**config.mk**
```make
export PLATFORM = sky130hd
export DESIGN_NAME = pwm_gen_flat
export DESIGN_NICKNAME = d
export VERILOG_FILES = /design/src/rtl/pwm_gen_if.sv /design/src/rtl/pwm_gen.sv /design/src/flat_wrapper.sv
export SDC_FILE = /design/constraint.sdc
export NUM_CORES = 1
export LEC_CHECK = 0
export ABC_CLOCK_PERIOD_IN_PS = 5800
export BUFFER_PORTS_ARGS = -buffer_cell sky130_fd_sc_hd__buf_2
export CAP_MARGIN = 5
export CORE_MARGIN = 1
export CORE_UTILIZATION = 55
export CTS_CLUSTER_SIZE = 40
export DETAILED_ROUTE_END_ITERATION = 16
export PLACE_DENSITY_LB_ADDON = 0.15
export SLEW_MARGIN = 20
export SYNTH_ARGS = -nofsm -noshare
export SYNTH_HDL_FRONTEND = slang
export SYNTH_SLANG_ARGS = --single-unit
```
**constraint.sdc**
```tcl
create_clock -name clk -period 5.8 [get_ports clk]
set_clock_uncertainty 0.05 [all_clocks]
set_input_delay 1.16 -clock clk [delete_from_list [all_inputs] [get_ports clk]]
set_output_delay 1.16 -clock clk [all_outputs]
set_load 0.05 [all_outputs]
```
**src/rtl/pwm_gen_if.sv**
```systemverilog
// pwm_gen_if: signal bundle between the timer peripheral (counter and
// register file) and the pwm_gen output stage.
//
// Optional feature macro: PWM_COMPLEMENT_EN adds deadtime and pwm_out_n.
//
// Modports:
//   master - timer/register-file side: drives count, period, direction,
//            enable, staging compares, mode, polarity and update; observes
//            the PWM outputs and status.
//   slave  - pwm_gen side: the mirror image of master.
//
// Signals:
//   count_val[15:0]   running counter value
//   period[15:0]      counter period
//   upnotdown         counter direction (0 = up, 1 = down)
//   en                PWM enable
//   compare1[15:0]    first compare value (staging)
//   compare2[15:0]    second compare value (staging, range mode)
//   align_mode[1:0]   0 = left, 1 = right, 2 = range, 3 = reserved
//   invert            output polarity (staging)
//   update            one-cycle shadow reload request
//   pwm_out           PWM output
//   period_end        one-cycle pulse after each period boundary
//   update_pending    reload requested but not yet applied
//   deadtime[7:0]     dead-time cycles (PWM_COMPLEMENT_EN only)
//   pwm_out_n         complementary output (PWM_COMPLEMENT_EN only)
interface pwm_gen_if;
  logic [15:0] count_val;
  logic [15:0] period;
  logic        upnotdown;
  logic        en;
  logic [15:0] compare1;
  logic [15:0] compare2;
  logic [1:0]  align_mode;
  logic        invert;
  logic        update;
  logic        pwm_out;
  logic        period_end;
  logic        update_pending;
`ifdef PWM_COMPLEMENT_EN
  logic [7:0]  deadtime;
  logic        pwm_out_n;

  modport master (
    output count_val, period, upnotdown, en, compare1, compare2,
           align_mode, invert, update, deadtime,
    input  pwm_out, period_end, update_pending, pwm_out_n
  );

  modport slave (
    input  count_val, period, upnotdown, en, compare1, compare2,
           align_mode, invert, update, deadtime,
    output pwm_out, period_end, update_pending, pwm_out_n
  );
`else
  modport master (
    output count_val, period, upnotdown, en, compare1, compare2,
           align_mode, invert, update,
    input  pwm_out, period_end, update_pending
  );

  modport slave (
    input  count_val, period, upnotdown, en, compare1, compare2,
           align_mode, invert, update,
    output pwm_out, period_end, update_pending
  );
`endif
endinterface

```
**src/rtl/pwm_gen.sv**
```systemverilog
// pwm_gen: PWM output stage driven by the timer counter value.
//
// Compares the running count against double-buffered (shadowed) compare
// values and drives a registered PWM waveform. Shadows reload only at the
// counter period boundary so configuration changes never produce runt
// pulses.
//
// Optional feature macro: PWM_COMPLEMENT_EN adds a complementary output
// with an 8-bit dead-time counter.
//
// Ports:
//   clk    peripheral clock
//   rst_n  asynchronous active-low reset
//   bus    pwm_gen_if.slave (count/config inputs, pwm/status outputs)
module pwm_gen (
  input  logic      clk,
  input  logic      rst_n,
  pwm_gen_if.slave  bus
);

  typedef enum logic [0:0] {IDLE = 1'b0, RUN = 1'b1} state_t;

  state_t      state_reg, state_next;
  logic [15:0] prev_cnt_reg;
  logic [15:0] c1_reg, c2_reg;
  logic [1:0]  mode_reg;
  logic        inv_reg;
  logic        pending_reg, pending_next;
  logic        period_end_reg, period_end_next;
  logic        pwm_reg, pwm_next;
  logic        load;

  logic [15:0] start_val;
  logic        boundary;
  logic [15:0] c1_eff, c2_eff;
  logic [1:0]  mode_eff;
  logic        inv_eff;
  logic        raw;
  logic        level_next;
  logic        run_next;

  // A boundary is the count arriving at its start value; requiring a change
  // from last cycle keeps a stalled counter from re-triggering it.
  always_comb begin
    start_val = bus.upnotdown ? (bus.period - 16'd1) : 16'd0;
    boundary  = (bus.count_val != prev_cnt_reg) && (bus.count_val == start_val);
  end

  // FSM next-state and control decode.
  always_comb begin
    state_next      = state_reg;
    load            = 1'b0;
    pending_next    = pending_reg;
    period_end_next = 1'b0;
    unique case (state_reg)
      IDLE: begin
        pending_next = 1'b0;
        if (bus.en) begin
          state_next = RUN;
          load       = 1'b1;
        end
      end
      RUN: begin
        if (!bus.en) begin
          // Disable takes priority over a coincident boundary.
          state_next   = IDLE;
          pending_next = 1'b0;
        end else if (boundary) begin
          period_end_next = 1'b1;
          pending_next    = 1'b0;
          load            = pending_reg | bus.update;
        end else if (bus.update) begin
          pending_next = 1'b1;
        end
      end
      default: state_next = IDLE;
    endcase
  end

  // In a load cycle the staging values bypass the shadows so the first
  // compare of the new period already uses them.
  always_comb begin
    c1_eff   = load ? bus.compare1   : c1_reg;
    c2_eff   = load ? bus.compare2   : c2_reg;
    mode_eff = load ? bus.align_mode : mode_reg;
    inv_eff  = load ? bus.invert     : inv_reg;
  end

  always_comb begin
    raw = 1'b0;
    unique case (mode_eff)
      2'd0:    raw = (bus.count_val < c1_eff);
      2'd1:    raw = (bus.count_val >= c1_eff);
      2'd2:    raw = (c1_eff < c2_eff) && (bus.count_val >= c1_eff) &&
                     (bus.count_val < c2_eff);
      default: raw = 1'b0;
    endcase
    level_next = raw ^ inv_eff;
    run_next   = (state_next == RUN);
  end

  always_ff @(posedge clk or negedge rst_n) begin
    if (!rst_n) begin
      state_reg      <= IDLE;
      prev_cnt_reg   <= 16'd0;
      c1_reg         <= 16'd0;
      c2_reg         <= 16'd0;
      mode_reg       <= 2'd0;
      inv_reg        <= 1'b0;
      pending_reg    <= 1'b0;
      period_end_reg <= 1'b0;
      pwm_reg        <= 1'b0;
    end else begin
      state_reg      <= state_next;
      prev_cnt_reg   <= bus.count_val;
      pending_reg    <= pending_next;
      period_end_reg <= period_end_next;
      pwm_reg        <= pwm_next;
      if (load) begin
        c1_reg   <= bus.compare1;
        c2_reg   <= bus.compare2;
        mode_reg <= bus.align_mode;
        inv_reg  <= bus.invert;
      end
    end
  end

`ifdef PWM_COMPLEMENT_EN
  logic       level_reg;
  logic [7:0] dcnt_reg, dcnt_next;
  logic       pwm_n_reg, pwm_n_next;

  // Every level change restarts the dead window; neither output may assert
  // until it has fully expired.
  always_comb begin
    if (level_next != level_reg)
      dcnt_next = bus.deadtime;
    else if (dcnt_reg != 8'd0)
      dcnt_next = dcnt_reg - 8'd1;
    else
      dcnt_next = 8'd0;
    pwm_next   = run_next &  level_next & (dcnt_next == 8'd0);
    pwm_n_next = run_next & ~level_next & (dcnt_next == 8'd0);
  end

  always_ff @(posedge clk or negedge rst_n) begin
    if (!rst_n) begin
      level_reg <= 1'b0;
      dcnt_reg  <= 8'd0;
      pwm_n_reg <= 1'b0;
    end else begin
      level_reg <= level_next;
      dcnt_reg  <= dcnt_next;
      pwm_n_reg <= pwm_n_next;
    end
  end

  assign bus.pwm_out_n = pwm_n_reg;
`else
  always_comb begin
    pwm_next = run_next & level_next;
  end
`endif

  assign bus.pwm_out        = pwm_reg;
  assign bus.period_end     = period_end_reg;
  assign bus.update_pending = pending_reg;

endmodule

```
**src/flat_wrapper.sv**
```systemverilog
// flat-port wrapper written by rule: the top's interface ports become plain ports
module pwm_gen_flat 
  (clk, rst_n, bus_count_val, bus_period, bus_upnotdown, bus_en, bus_compare1, bus_compare2, bus_align_mode, bus_invert, bus_update, bus_pwm_out, bus_period_end, bus_update_pending);
  pwm_gen_if bus_i ();
  input  logic clk;
  input  logic rst_n;
  input wire logic [$bits(bus_i.count_val)-1:0] bus_count_val;
  input wire logic [$bits(bus_i.period)-1:0] bus_period;
  input wire logic [$bits(bus_i.upnotdown)-1:0] bus_upnotdown;
  input wire logic [$bits(bus_i.en)-1:0] bus_en;
  input wire logic [$bits(bus_i.compare1)-1:0] bus_compare1;
  input wire logic [$bits(bus_i.compare2)-1:0] bus_compare2;
  input wire logic [$bits(bus_i.align_mode)-1:0] bus_align_mode;
  input wire logic [$bits(bus_i.invert)-1:0] bus_invert;
  input wire logic [$bits(bus_i.update)-1:0] bus_update;
  output wire logic [$bits(bus_i.pwm_out)-1:0] bus_pwm_out;
  output wire logic [$bits(bus_i.period_end)-1:0] bus_period_end;
  output wire logic [$bits(bus_i.update_pending)-1:0] bus_update_pending;
  assign bus_i.count_val = bus_count_val;
  assign bus_i.period = bus_period;
  assign bus_i.upnotdown = bus_upnotdown;
  assign bus_i.en = bus_en;
  assign bus_i.compare1 = bus_compare1;
  assign bus_i.compare2 = bus_compare2;
  assign bus_i.align_mode = bus_align_mode;
  assign bus_i.invert = bus_invert;
  assign bus_i.update = bus_update;
  assign bus_pwm_out = bus_i.pwm_out;
  assign bus_period_end = bus_i.period_end;
  assign bus_update_pending = bus_i.update_pending;
  pwm_gen u_core (.clk(clk), .rst_n(rst_n), .bus(bus_i));
endmodule
```
**After elaboration in Yosys (flattened, before gate mapping)**

Cells that the tools add are included.
Widths: inputs -> output; s select.

- Input port bits: 72
- Register bits: 55

- Mux-type cells: 17
- Reduce and logical (&&, ||, !) cells: 4
- $add $sub $neg: 1
- Bitwise logic cells: 4
- Order comparisons: 4
- Eq/ne operators: 5

Operators by type and width:

| operator | count |
|---|---|
| $lt 16x16->1 | 3 |
| $mux 16 | 3 |
| $eq 16x16->1 | 1 |
| $ge 16x16->1 | 1 |
| $ne 16x16->1 | 1 |
| $sub 16x1->16 const B | 1 |
| $mux 1 | 10 |
| $ne 4x4->1 const B | 1 |
| $pmux 1 s2 | 2 |
| $logic_and 1x1->1 | 3 |
| $pmux 1 s3 | 1 |
| $eq 2x1->1 const B | 1 |
| $eq 2x2->1 const B | 1 |
| $logic_not 2->1 | 1 |
| $mux 2 | 1 |
| $and 1x1->1 | 1 |
| $not 1->1 | 1 |
| $or 1x1->1 | 1 |
| $xor 1x1->1 | 1 |

**Logic depth before layout (Yosys ltp)**

- Depth in word-level cells: 14
- Depth in mapped cells: 27
- Depth with buffers taken out: 24

**Worst setup path before layout**

No wires, ideal clock.

- Path type: input -> register
- Start: input port bus_period[0]
- End: register u_core.pwm_reg, in the netlist u_core.bus.pwm_out
- Stages: 27
- Data arrival time: 6.219 ns
- Setup time: 0.120 ns
- Setup slack: -0.589 ns
- Required time: 5.630 ns
- Cell sequence: inv_1 > ha_1 > or3b_2 > clkbuf_1 > o41ai_1 > a31oi_1 > nor4_1 > or4b_1 > nor3_2 > o21ai_2 > buf_6 > clkbuf_1 > mux2_2 > inv_1 > ha_1 > a21o_1 > a21o_1 > a21o_1 > a21oi_1 > nor2b_1 > o21ai_0 > nand2b_1 > a221o_1 > a211o_1 > o21ai_1 > nand3_1 > and3b_1

- Longest elaborated chain between the ends: 14
- Elaborated cells between the ends (all ways): 23

Ends and longest elaborated chain:

| element | RTL line | source |
|---|---|---|
| start: declaration | flat_wrapper.sv:8 | `input wire logic [$bits(bus_i.period)-1:0] bus_period;` |
| $sub 16x1->16 * | pwm_gen.sv:45 | `start_val = bus.upnotdown ? (bus.period - 16'd1) : 16'd0;` |
| $mux 16 * | pwm_gen.sv:45 |  |
| $eq 16x16->1 * | pwm_gen.sv:46 | `boundary = (bus.count_val != prev_cnt_reg) && (bus.count_val == start_val);` |
| $logic_and 1x1->1 * | pwm_gen.sv:46 |  |
| $mux 1 * | pwm_gen.sv:68 | `end else if (boundary) begin` |
| $mux 1 * | pwm_gen.sv:64 | `if (!bus.en) begin` |
| $pmux 1 s2 * | pwm_gen.sv:55 | `unique case (state_reg)` |
| $mux 16 * | n/a |  |
| via u_core.c1_eff[9] | pwm_gen.sv:35 | `logic [15:0] c1_eff, c2_eff;` |
| $lt 16x16->1 / $ge 16x16->1 (equally long branches) | pwm_gen.sv:94, pwm_gen.sv:93 |  |
| $logic_and 1x1->1 (2 in a row) | pwm_gen.sv:94 | `2'd2: raw = (c1_eff < c2_eff) && (bus.count_val >= c1_eff) &&` |
| $pmux 1 s3 * | pwm_gen.sv:91 | `unique case (mode_eff)` |
| $xor 1x1->1 * | pwm_gen.sv:98 | `level_next = raw ^ inv_eff;` |
| $and 1x1->1 * | pwm_gen.sv:161 | `pwm_next = run_next & level_next;` |
| via u_core.pwm_next | pwm_gen.sv:30 | `logic pwm_reg, pwm_next;` |
| end signal: assignment | pwm_gen.sv:118 | `pwm_reg <= pwm_next;` |
| end: declaration | pwm_gen.sv:30 |  |

Mark *: on every way through the listed nets, which the timed path passes. The rest lies on a longest branch.
A chain may end at the register's enable or synchronous reset.

**Worst setup path after layout**

- Start: input port bus_period[3]
- End: register u_core.pwm_reg, in the netlist u_core.bus.pwm_out

- Longest elaborated chain between the ends: 14
- Elaborated cells between the ends (all ways): 23

Ends and longest elaborated chain:

| element | RTL line |
|---|---|
| $sub 16x1->16 * | pwm_gen.sv:45 |
| $mux 16 * | pwm_gen.sv:45 |
| $eq 16x16->1 * | pwm_gen.sv:46 |
| $logic_and 1x1->1 * | pwm_gen.sv:46 |
| $mux 1 * | pwm_gen.sv:68 |
| $mux 1 * | pwm_gen.sv:64 |
| $pmux 1 s2 * | pwm_gen.sv:55 |
| $mux 16 | n/a |
| $lt 16x16->1 / $ge 16x16->1 (equally long branches) | pwm_gen.sv:94, pwm_gen.sv:93 |
| $logic_and 1x1->1 (2 in a row) | pwm_gen.sv:94 |
| $pmux 1 s3 | pwm_gen.sv:91 |
| $xor 1x1->1 * | pwm_gen.sv:98 |
| $and 1x1->1 * | pwm_gen.sv:161 |
| via u_core.pwm_next | pwm_gen.sv:30 |

Marks and branches as above.

==> summary.md <==
| Metric | Value |
|---|---|
| Worst R2R End | `u_core.bus.pwm_out$_DFF_PN0_` |
| Post-synthesis sequential area ratio | `0.3343` |
| Hold slack final | `approximately 0.46 ns` |
| Syn_nets | `about 540` |
| YS warnings | `0` |
| PortBufs | `74` |
| Area contributors post-synth | `dfrtp_1 (33%), ha_1 (14%), mux2i_1 (7.1%)` |
| Fillers | `565` |
| Yosys cell types | `67` |
| Largest family of logic cells by synthesized area | `simple AND/OR/NAND/NOR gates` |
| Status | `complete, but fails checks` |
| Crit share post-route | `1.004` |
| Post-route cell area | `5195 µm²` |
| Post-synthesis register bit count | `55` |
| Actual slew at the worst max-slew pin | `around 0.71 ns` |
| Post-DP HPWL | `8533 µm` |
| Synthesized area | `between 4000 and 5000 µm²` |
| Cell Pwr Density | `206.4 nW/µm²` |
| Leakage dissipation | `2.675 nW` |
| Area occupied by multi-input gates | `2618 µm²` |
| Synth Instances | `425` |
| R2R setup slack | `1.49 ns` |
| FMAX | `171.7 MHz` |
| Synth Area in Simple Gates | `0.1714` |
| Drt first pass iters | `5` |
| Hold EP | `u_core.c2_reg[1]$_DFF_PN0_` |
| Yosys top cell area share | `0.3343` |
| Worst reg2reg path depth | `19` |
| Non-filler cells, final | `653` |
| CTS Sinks | `55` |
| Worst skew pair latency | `0.31 ns` |
| Sequential cell area | `1376 µm²` |
| Total track usage | `0.2865` |
| Nets | `670` |
| Synth Area in XOR/XNOR | `0.06292` |
| Antenna-violating nets left | `0` |
| Layout area overhead | `26.20%` |
| Global-route wire length before repair | `17,050 µm` |
| Required @ worst endpoint | `5.96 ns` |
| Number of synthesized flops with an enable pin | `0` |
| Root Buffer | `clkbuf_8` |
| Die W | `88.51 µm` |
| Drt total wl | `10,760 µm` |
| Crit path kind | `in2reg` |
| # diodes | `0` |
| Crit path max fanout | `17` |
| RR Startpoint | `u_core.prev_cnt_reg[0]$_DFF_PN0_` |
| Ratio of cells with drive above 1 in the final layout | `0.3231` |
| Post-Synth Adder-Cell Area | `0.1392` |
| Dpl cells | `around 640` |
| Endpoint class of the critical path | `register` |
| Final TNS setup | `-0.02312 ns` |
| Syn Area/Cell | `9.686 µm²` |
| Final core utilization | `0.7162` |
| Routability congestion estimate | `0.9189` |
| Synth top cells by count | `dfrtp_1 (55), ha_1 (45), inv_1 (42), mux2i_1 (29), xnor2_1 (23)` |
| Min-Delay Startpoint | `u_core.c2_reg[1]$_DFF_PN0_` |
| Die Ht | `88.51 µm` |
| Clock slew at reported path FFs | `0.10 ns` |
| Unrepaired setup endpoints after global routing | `true` |
| Final setup vio count | `1` |
| Initial core utilization | `0.5675` |
| CTS tree | `yes` |
| Final worst slack | `-0.02312 ns` |
| Post-DP Area | `~5000 µm²` |
| Max_cap viols | `0` |
| Mux share of post-synthesis cell area | `0.09514` |
| Largest net degree at the start of global routing | `between 50 and 60` |
| Vias in the first global route | `3,651` |
| Fin. max-slew vios | `0` |
| Num rows | `31` |
| Via Count | `roughly 3.8k` |
| Final hold violations | `0` |
| Data arrival, critical path | `5.98 ns` |
| Core Box Area | `approximately 7300 µm²` |
| Initial antenna violation count | `0` |
| CTS Buffer Depth | `2` |
| CTS Buf Count | `5` |
| First DRT Iteration DRCs | `~170` |
| Die area | `7834 µm²` |
| Routed len/inst | `16.47 µm` |
| Crit start category | `input port` |
| Io pins | `75` |
| Relative slew slack | `0.5240` |
| Worst hold path type | `reg2reg` |
| Complex-gate fraction of the synthesized area | `0.1438` |
| Failing checks | `setup timing` |
| Top FF cell, synth | `dfrtp_1` |
| GRT overflow | `0` |
| Most common cell in the netlist | `dfrtp_1` |
| Async SR Flop Fraction | `1.000` |
| Largest area contributor in the netlist | `dfrtp_1` |
| Minimum clock period | `a little under 6 ns` |
| H-Tree Depth | `2` |
| Via/cell ratio | `5.746` |
| Hold depth | `1` |
| VDD IR-drop max | `about 0.00015 V` |
| DRC errors left | `0` |
placed cells by master, fill, tap and decap left out, types with 4 or more instances in the layout:
cell	synthesis	routed
buf_2	1	74
buf_4	0	60
dfrtp_1	55	55
ha_1	45	45
inv_1	42	42
mux2i_1	29	29
xnor2_1	23	22
nor2_1	20	19
a21o_1	18	18
nand4_1	16	16
a21oi_1	17	15
nand2_1	15	15
o21ai_0	11	10
mux2_2	9	9
or4_1	6	6
a31oi_1	6	6
nor4_1	7	5
nand2b_1	5	5
nor3_1	6	5
clkbuf_8	0	5
nand3b_1	4	4
xor2_1	4	4
nor2b_1	4	4
and3_1	5	4
nand3_1	4	4
what timing repair did:
action,CTS,global route
hold buffers,0,0
setup endpoints to repair,1,1
gates cloned,0,0
pin swaps,6,2
setup buffers,1,0
gates resized for setup,12,4
hold endpoints to repair,0,0
layout make-up:
class	instances	share of cell area
well taps	99	0.02384
repair buffers	135	0.1602
flip-flops and latches	55	0.2649
clock buffers	5	0.01325
inverters	42	0.03035
clock inverters	3	0.003613
multi-input cells	314	0.5039
cells by family (layout without fill, tap and decap cells):
family / after synthesis / count (layout)
and+or+nand+nor: 117 / 117
AOI/OAI and AO/OA: 85 / 85
xor gates and xnor gates: 28 / 28
muxes: 38 / 38
buffers and inverters: 56 / 185
DFF: 55 / 55
adders and majority gates: 46 / 46
critical path: stages:
cell and delay, ns:
buf_2 0.11, or4_4 0.56, or4b_4 0.50, and3_4 0.17, nor4_2 0.24, or4b_4 0.50, nor3_4 0.18, o21ai_4 0.08
buf_4 0.22, mux2i_1 0.24, ha_1 0.28, a21o_1 0.18, a31oi_1 0.18, nor2_1 0.09, o221a_2 0.26, a221o_1 0.33
a211o_1 0.27, o21ai_2 0.14, nand3_1 0.09, and3b_1 0.17
per-stage QoR:
step,setup slack [ns],total power (W)
floorplan,-0.3947,0.0006852
global placement,-0.4116,0.0008313
detailed placement,-0.5140,0.0008520
CTS,-0.009798,0.001074
global route,-0.2589,0.001137
finish,-0.02312,0.001072
report_power, final:
part	total [W]	leakage, nW	internal [W]	switching (W)
clock network	0.000215	0.0483	0.0000854	0.000129
logic	0.000417	1.98	0.000198	0.000218
registers	0.000441	0.649	0.000426	0.0000145
total	0.00107	2.67	0.000710	0.000362
worst max-delay path by stage:
stage                        startpoint  slack, ns                            to
final                     bus_period[3]      -0.02  u_core.bus.pwm_out$_DFF_PN0_
after global placement    bus_period[1]      -0.41  u_core.bus.pwm_out$_DFF_PN0_
after detailed placement  bus_period[0]      -0.51  u_core.bus.pwm_out$_DFF_PN0_
after global routing      bus_period[3]      -0.26  u_core.bus.pwm_out$_DFF_PN0_
after floorplan           bus_period[1]      -0.39  u_core.bus.pwm_out$_DFF_PN0_
after CTS                 bus_period[3]      -0.01  u_core.bus.pwm_out$_DFF_PN0_
metal layers:
layer | track usage | part of all wire | vias to the layer above | wire length [µm]
li1 | - | - | 1817 | -
met1 | 0.3781 | 0.46 | 1819 | 4909
met2 | 0.4972 | 0.48 | 106 | 5173
met3 | 0.05037 | 0.055 | 10 | 589
met4 | 0.05279 | 0.0077 | 0 | 83
met5 | 0 | 0 | - | 0
Note: power is estimated with default switching activity, not from simulation.
